<file path="config.mk">
export PLATFORM = sky130hd
export DESIGN_NAME = mem_dump_ctrl
export DESIGN_NICKNAME = d
export VERILOG_FILES = /design/src/rtl/memdump_pkg.sv /design/src/rtl/mem_dump_ctrl_word_serializer.sv /design/src/rtl/mem_dump_ctrl.sv
export SDC_FILE = /design/constraint.sdc
export NUM_CORES = 1
export LEC_CHECK = 0
export CORE_UTILIZATION = 38
export CTS_CLUSTER_SIZE = 14
export DETAILED_ROUTE_END_ITERATION = 8
export PLACE_DENSITY_LB_ADDON = 0.15
export SLEW_MARGIN = 25
export SYNTH_ARGS = -nofsm -noshare
export SYNTH_HDL_FRONTEND = slang
export SYNTH_SLANG_ARGS = --single-unit
</file>
<file path="constraint.sdc">
create_clock -name clk -period 1.5 [get_ports clk]
set_input_delay 0.3 -clock clk [delete_from_list [all_inputs] [get_ports clk]]
set_output_delay 0.3 -clock clk [all_outputs]
set_load 0.005 [all_outputs]
</file>
<file path="src/rtl/memdump_pkg.sv">
`default_nettype none
// ============================================================================
//  Module      : memdump_pkg
//  Description : Shared types and constants for the data-memory dump
//                controller. The CLEAR state exists only when
//                MEMDUMP_CLEAR_EN is defined.
//  Revision    : 1.0 - initial release
// ============================================================================
package memdump_pkg;

    localparam int BYTES_PER_WORD   = 4;
    localparam int BYTE_IDX_W       = $clog2(BYTES_PER_WORD);
    localparam int WORD_BYTES_SHIFT = 2;

    typedef enum logic [1:0] {
        IDLE  = 2'd0,
        READ  = 2'd1,
        SEND  = 2'd2
`ifdef MEMDUMP_CLEAR_EN
        ,
        CLEAR = 2'd3
`endif
    } state_t;

endpackage
`default_nettype wire

</file>
<file path="src/rtl/mem_dump_ctrl_word_serializer.sv">
`default_nettype none
// ============================================================================
//  Module      : word_serializer
//  Description : Holds one 32-bit word and presents it LSB byte first on a
//                valid/ready byte stream. Reports the handshake of the final
//                byte so the controller can move to the next word.
//  Revision    : 1.0 - initial release
// ============================================================================
module word_serializer
    import memdump_pkg::*;
(
    input  logic        clk,
    input  logic        rst_n,
    input  logic        load,
    input  logic [31:0] load_data,
    input  logic        send_en,
    input  logic        tx_ready,
    output logic [7:0]  tx_data,
    output logic        tx_valid,
    output logic        last_byte_accepted
);

    localparam logic [BYTE_IDX_W-1:0] LAST_BYTE = BYTE_IDX_W'(BYTES_PER_WORD - 1);

    logic [31:0]           r_word;
    logic [BYTE_IDX_W-1:0] r_byte_cnt;
    logic                  w_hs;

    // Data and valid come straight from held state, so they stay stable
    // until the transmitter takes the byte.
    assign tx_valid           = send_en;
    assign w_hs               = send_en && tx_ready;
    assign tx_data            = r_word[{r_byte_cnt, 3'b000} +: 8];
    assign last_byte_accepted = w_hs && (r_byte_cnt == LAST_BYTE);

    // Capture a fresh word on load, otherwise advance one byte per handshake.
    always_ff @(posedge clk or negedge rst_n) begin
        if (!rst_n) begin
            r_word     <= 32'h0;
            r_byte_cnt <= '0;
        end else if (load) begin
            r_word     <= load_data;
            r_byte_cnt <= '0;
        end else if (w_hs && (r_byte_cnt != LAST_BYTE)) begin
            r_byte_cnt <= r_byte_cnt + BYTE_IDX_W'(1);
        end
    end

endmodule
`default_nettype wire

</file>
<file path="src/rtl/mem_dump_ctrl.sv">
`default_nettype none
// ============================================================================
//  Module      : mem_dump_ctrl
//  Description : Reads WORDS consecutive words from data memory starting at
//                BASE_ADDR and streams each as 4 bytes (LSB first) toward
//                the UART transmitter. Owns the memory port while busy.
//                Optional macro MEMDUMP_CLEAR_EN: zero each word in memory
//                after its last byte has been sent.
//  Revision    : 1.0 - initial release
// ============================================================================
module mem_dump_ctrl
    import memdump_pkg::*;
#(
    parameter int          WORDS     = 12,
    parameter logic [31:0] BASE_ADDR = 32'h0000_0000
) (
    input  logic        clk,
    input  logic        rst_n,
    input  logic        start,
    output logic        busy,
    output logic        done,
    output logic        MemRead,
    output logic        MemWrite,
    output logic [31:0] address,
    output logic [31:0] writeData,
    input  logic [31:0] readData,
    output logic [7:0]  tx_data,
    output logic        tx_valid,
    input  logic        tx_ready
);

    localparam int            AW       = (WORDS > 1) ? $clog2(WORDS) : 1;
    localparam logic [AW-1:0] LAST_IDX = AW'(WORDS - 1);

    state_t        r_state;
    state_t        w_state_nxt;
    logic [AW-1:0] r_idx;
    logic [AW-1:0] w_idx_nxt;
    logic          r_done;
    logic          w_done_nxt;
    logic          w_word_done;
    logic [31:0]   r_addr_hold;
    logic [31:0]   w_cur_addr;
    logic          w_last_acc;

    // Byte address of the word being handled; wraps naturally at 2^32.
    assign w_cur_addr = BASE_ADDR + (32'(r_idx) << WORD_BYTES_SHIFT);

    // The address shows the live word address during READ and otherwise
    // keeps the last one issued (which is also the CLEAR target).
    assign address   = (r_state == READ) ? w_cur_addr : r_addr_hold;
    assign MemRead   = (r_state == READ);
    assign busy      = (r_state != IDLE);
    assign done      = r_done;
    assign writeData = 32'h0;
`ifdef MEMDUMP_CLEAR_EN
    assign MemWrite  = (r_state == CLEAR);
`else
    assign MemWrite  = 1'b0;
`endif

    word_serializer u_ser (
        .clk                (clk),
        .rst_n              (rst_n),
        .load               (r_state == READ),
        .load_data          (readData),
        .send_en            (r_state == SEND),
        .tx_ready           (tx_ready),
        .tx_data            (tx_data),
        .tx_valid           (tx_valid),
        .last_byte_accepted (w_last_acc)
    );

    // Next-state logic: a finished word either starts the next READ or ends the dump.
    always_comb begin
        w_state_nxt = r_state;
        w_idx_nxt   = r_idx;
        w_done_nxt  = 1'b0;
        w_word_done = 1'b0;
        case (r_state)
            IDLE: begin
                if (start) begin
                    w_state_nxt = READ;
                    w_idx_nxt   = '0;
                end
            end
            READ: w_state_nxt = SEND;
            SEND: begin
                if (w_last_acc) begin
`ifdef MEMDUMP_CLEAR_EN
                    w_state_nxt = CLEAR;
`else
                    w_word_done = 1'b1;
`endif
                end
            end
`ifdef MEMDUMP_CLEAR_EN
            CLEAR: w_word_done = 1'b1;
`endif
            default: w_state_nxt = IDLE;
        endcase
        if (w_word_done) begin
            if (r_idx == LAST_IDX) begin
                w_state_nxt = IDLE;
                w_done_nxt  = 1'b1;
            end else begin
                w_idx_nxt   = r_idx + AW'(1);
                w_state_nxt = READ;
            end
        end
    end

    // State, word index, done pulse and held address registers.
    always_ff @(posedge clk or negedge rst_n) begin
        if (!rst_n) begin
            r_state     <= IDLE;
            r_idx       <= '0;
            r_done      <= 1'b0;
            r_addr_hold <= 32'h0;
        end else begin
            r_state <= w_state_nxt;
            r_idx   <= w_idx_nxt;
            r_done  <= w_done_nxt;
            if (r_state == READ) begin
                r_addr_hold <= w_cur_addr;
            end
        end
    end

endmodule
`default_nettype wire

</file>
==> results.yml <==
power:
  ir_drop_mv: 0.741
  power_density_nw_per_um2: 1620
  p_leak_nw: 2.65
  totalPowerFinal_mw: 8.66
  pwr-share-seq: 0.320
  internal-power_mw: 6.19
  pwr-share-comb: 0.479
  pwr-share-clk: 0.201
  swShare: 0.284
  p_switching_mw: 2.46
worst_setup_path:
  arrival_ps: 1590
  r2r_cells: 8
  r2r_end: "u_ser.r_word[3]"
  critical_path.n_buffers_inverters: 3
  critical_path.max_fanout: 7
  worstSetupPathType: "flip-flop to primary output"
  slowest_delay_ps: 470
  end_kind: "primary output"
  critPathRequiredTime_ps: 1200
  path_delay_family: "multiplexers"
  r2r_start: "r_state[1]"
  regToRegSetupSlack_ps: -100
  critPathLaunchType: "flip-flop"
  crit_chain: "buf_12 > buf_6 > mux4_2 > buf_2"
  slowest_stage: "mux4_2"
finish:
  fin_area_um2: 5340
  drive_above_1_share: 0.581
  diodes: 0
  nNetsFinal: 422
  syn2layout_area_growth_pct: 60.3
  finish.utilization: 0.640
timing:
  rsz0062_at_grt: "yes"
  slew_violations: 0
  timing.final.ws_setup_ps: -387
  finalCritPeriodShare: 1.26
  hold_viol: 0
  fin_worst_skew_ps: 7.47
  setup_violations: 78
  fmax_ghz: 0.530
  fin_crit_ps: 1890
  fin_tns_setup_ps: -13660
logic_synthesis:
  netlist_area_um2: 3330
  ys_types: 31
  synthTopCellsByArea: "dfrtp_1 (55%), mux2_4 (14%), buf_4 (7.4%)"
  yosys_warnings: 0
  synth_seq_cells: 73
  synthArstFlopShare: 1.00
  syn_area_per_cell_um2: 14.9
  yosysMostFrequentCell: "dfrtp_1"
  synth.top_cell.area_share: 0.548
  yosysSeqAreaShare: 0.548
  synth_common_cells: "dfrtp_1 (73), buf_4 (33), mux2_4 (31), nor2b_1 (31), mux4_2 (8)"
  synth.largest_area_cell: "dfrtp_1"
  synth-edff-count: 0
  synth_cells: 223
  ys.flop_type: "dfrtp_1"
clock_tree:
  path_clk_slew_ps: 80
  cts_max_path_buffers: 2
  root_buffer: "clkbuf_8"
  clkLatencyLatePin_ps: 340
  numCtsBuffers: 9
  cts_tree: "done"
  cts_num_sinks: 73
  htreeDepth: 3
global_route:
  grtUsageTotal: 0.175
  grt.overflow.total: 0
  grt_pass1_vias: 2231
  antenna_found_initial: 0
  grt_start_max_net_pins: 32
  grt_first_pass_wirelength_um: 11800
placement:
  place.gp.congestion: 0.729
  detailed_place_hpwl_um: 4390
  port_buffers: 79
  placedInstanceArea_um2: 4340
routing:
  routed_wl_um: 7590
  num_vias: 2213
  via_per_inst: 4.48
  drt_drc_violations_left: 0
  dr.pass1.iters: 4
  ant_nets: 0
  drt_iter0_drc: 28
  wl_per_cell_um: 15.4
min_path:
  min_path_type: "input port to async pin"
floorplanning:
  num_rows: 33
  dieArea_um2: 9150
  initial_core_util: 0.399
  pin_count: 113
  die_x_um: 95.6
  die_h_um: 95.6
  core_area_um2: 8340
outcome:
  violations: "setup timing"
  status: "finished with violations"
job:
  drv_cap: 0
-- how the worst max path moves through the flow --
stage | startpoint | end | depth (start not counted)
2_1_floorplan | r_state[1] | address[2] | 7
3_3_place_gp | u_ser.r_byte_cnt[0] | tx_data[7] | 3
3_5_place_dp | u_ser.r_byte_cnt[0] | tx_data[0] | 3
4_1_cts | u_ser.r_byte_cnt[0] | tx_data[2] | 4
5_1_grt | u_ser.r_byte_cnt[0] | tx_data[2] | 4
6_report | u_ser.r_byte_cnt[0] | tx_data[2] | 4
-- metal layers --
layer	global-route usage	vias up	routed length, um
met4	0.0672	0	89
met2	0.274	65	3700
li1	-	1020	-
met1	0.237	1120	3420
met3	0.0359	8	376
met5	0	-	0
-- worst reg2reg max path: cells and delay by family (launching register included) --
family                 cells  cell delay (ps)
buffers and inverters      6              730
flip-flops                 1              420
multiplexers               1              290
AND/OR/NAND/NOR            1               60
-- cell usage in the layout, fill, tap and decap left out, types with 2 or more instances in the layout --
| cell | synthesis | routed |
|---|---|---|
| dfrtp_1 | 73 | 73 |
| clkbuf_8 | 0 | 10 |
| clkbuf_2 | 0 | 2 |
| o21ai_1 | 0 | 2 |
| o211ai_1 | 2 | 2 |
| buf_12 | 3 | 9 |
| mux2_4 | 31 | 36 |
| mux2i_1 | 3 | 3 |
| clkdlybuf4s50_1 | 0 | 34 |
| buf_6 | 3 | 24 |
| bufinv_16 | 0 | 2 |
| mux4_2 | 8 | 8 |
| nor2b_1 | 31 | 2 |
| nand2_1 | 3 | 3 |
| buf_4 | 33 | 48 |
| a22o_1 | 2 | 2 |
| nor2b_4 | 0 | 29 |
| buf_8 | 0 | 2 |
| conb_1 | 1 | 33 |
| buf_2 | 2 | 32 |
| nand2b_4 | 0 | 2 |
| clkbuf_16 | 0 | 2 |
| buf_16 | 0 | 6 |
-- power groups by stage --
| stage | sequential [mW] | combinational, mW | clock (mW) |
|---|---|---|---|
| after CTS | 2.76 | 3.95 | 1.78 |
| final | 2.77 | 4.14 | 1.74 |
| after floorplan | 2.70 | 1.94 | 0 |
| after detailed placement | 2.79 | 2.97 | 0 |
| after global placement | 2.78 | 2.94 | 0 |
| after global routing | 2.84 | 4.41 | 1.87 |
-- stage by stage --
stage          cells  hold slack, ps  setup WS [ps]
2_1_floorplan    255            4.41          -35.6
3_3_place_gp     435             257           -292
3_5_place_dp     435             256           -303
4_1_cts          480             431           -411
5_1_grt          494             466           -440
6_report         494             430           -387
-- sequential cells by signal, summed over array words and instances (netlist names) --
| register | cells |
|---|---|
| done | 1 |
| r_addr_hold | 32 |
| r_idx | 4 |
| r_state | 2 |
| u_ser.r_byte_cnt | 2 |
| u_ser.r_word | 32 |
-- kinds of logic after synthesis --
group,share of synthesized area
muxes,0.223
AOI/OAI and AO/OA,0.0199
adders and majority gates,0.00751
DFF,0.548
other,0.00113
buffers and inverters,0.111
and+or+nand+nor,0.0894
-- repair_timing --
action | CTS | global route
pin swaps | 4 | 4
endpoints found under the hold margin | 27 | 0
setup buffers | 23 | 17
resized for setup | 282 | 23
setup endpoints to repair | 77 | 81
hold buffers | 1 | 0
cloned | 5 | 2
-- cell type report --
class                           instances  area (um^2)
Inverter                                2         17.5
Clock buffer                           10          138
Fill cell                             637         3000
Clock inverter                          6         90.1
Timing Repair Buffer                  161         1590
Sequential cell                        73         1830
Tap cell                              105          131
Multi-Input combinational cell        137         1550
Note: power is estimated with default switching activity, not from simulation.
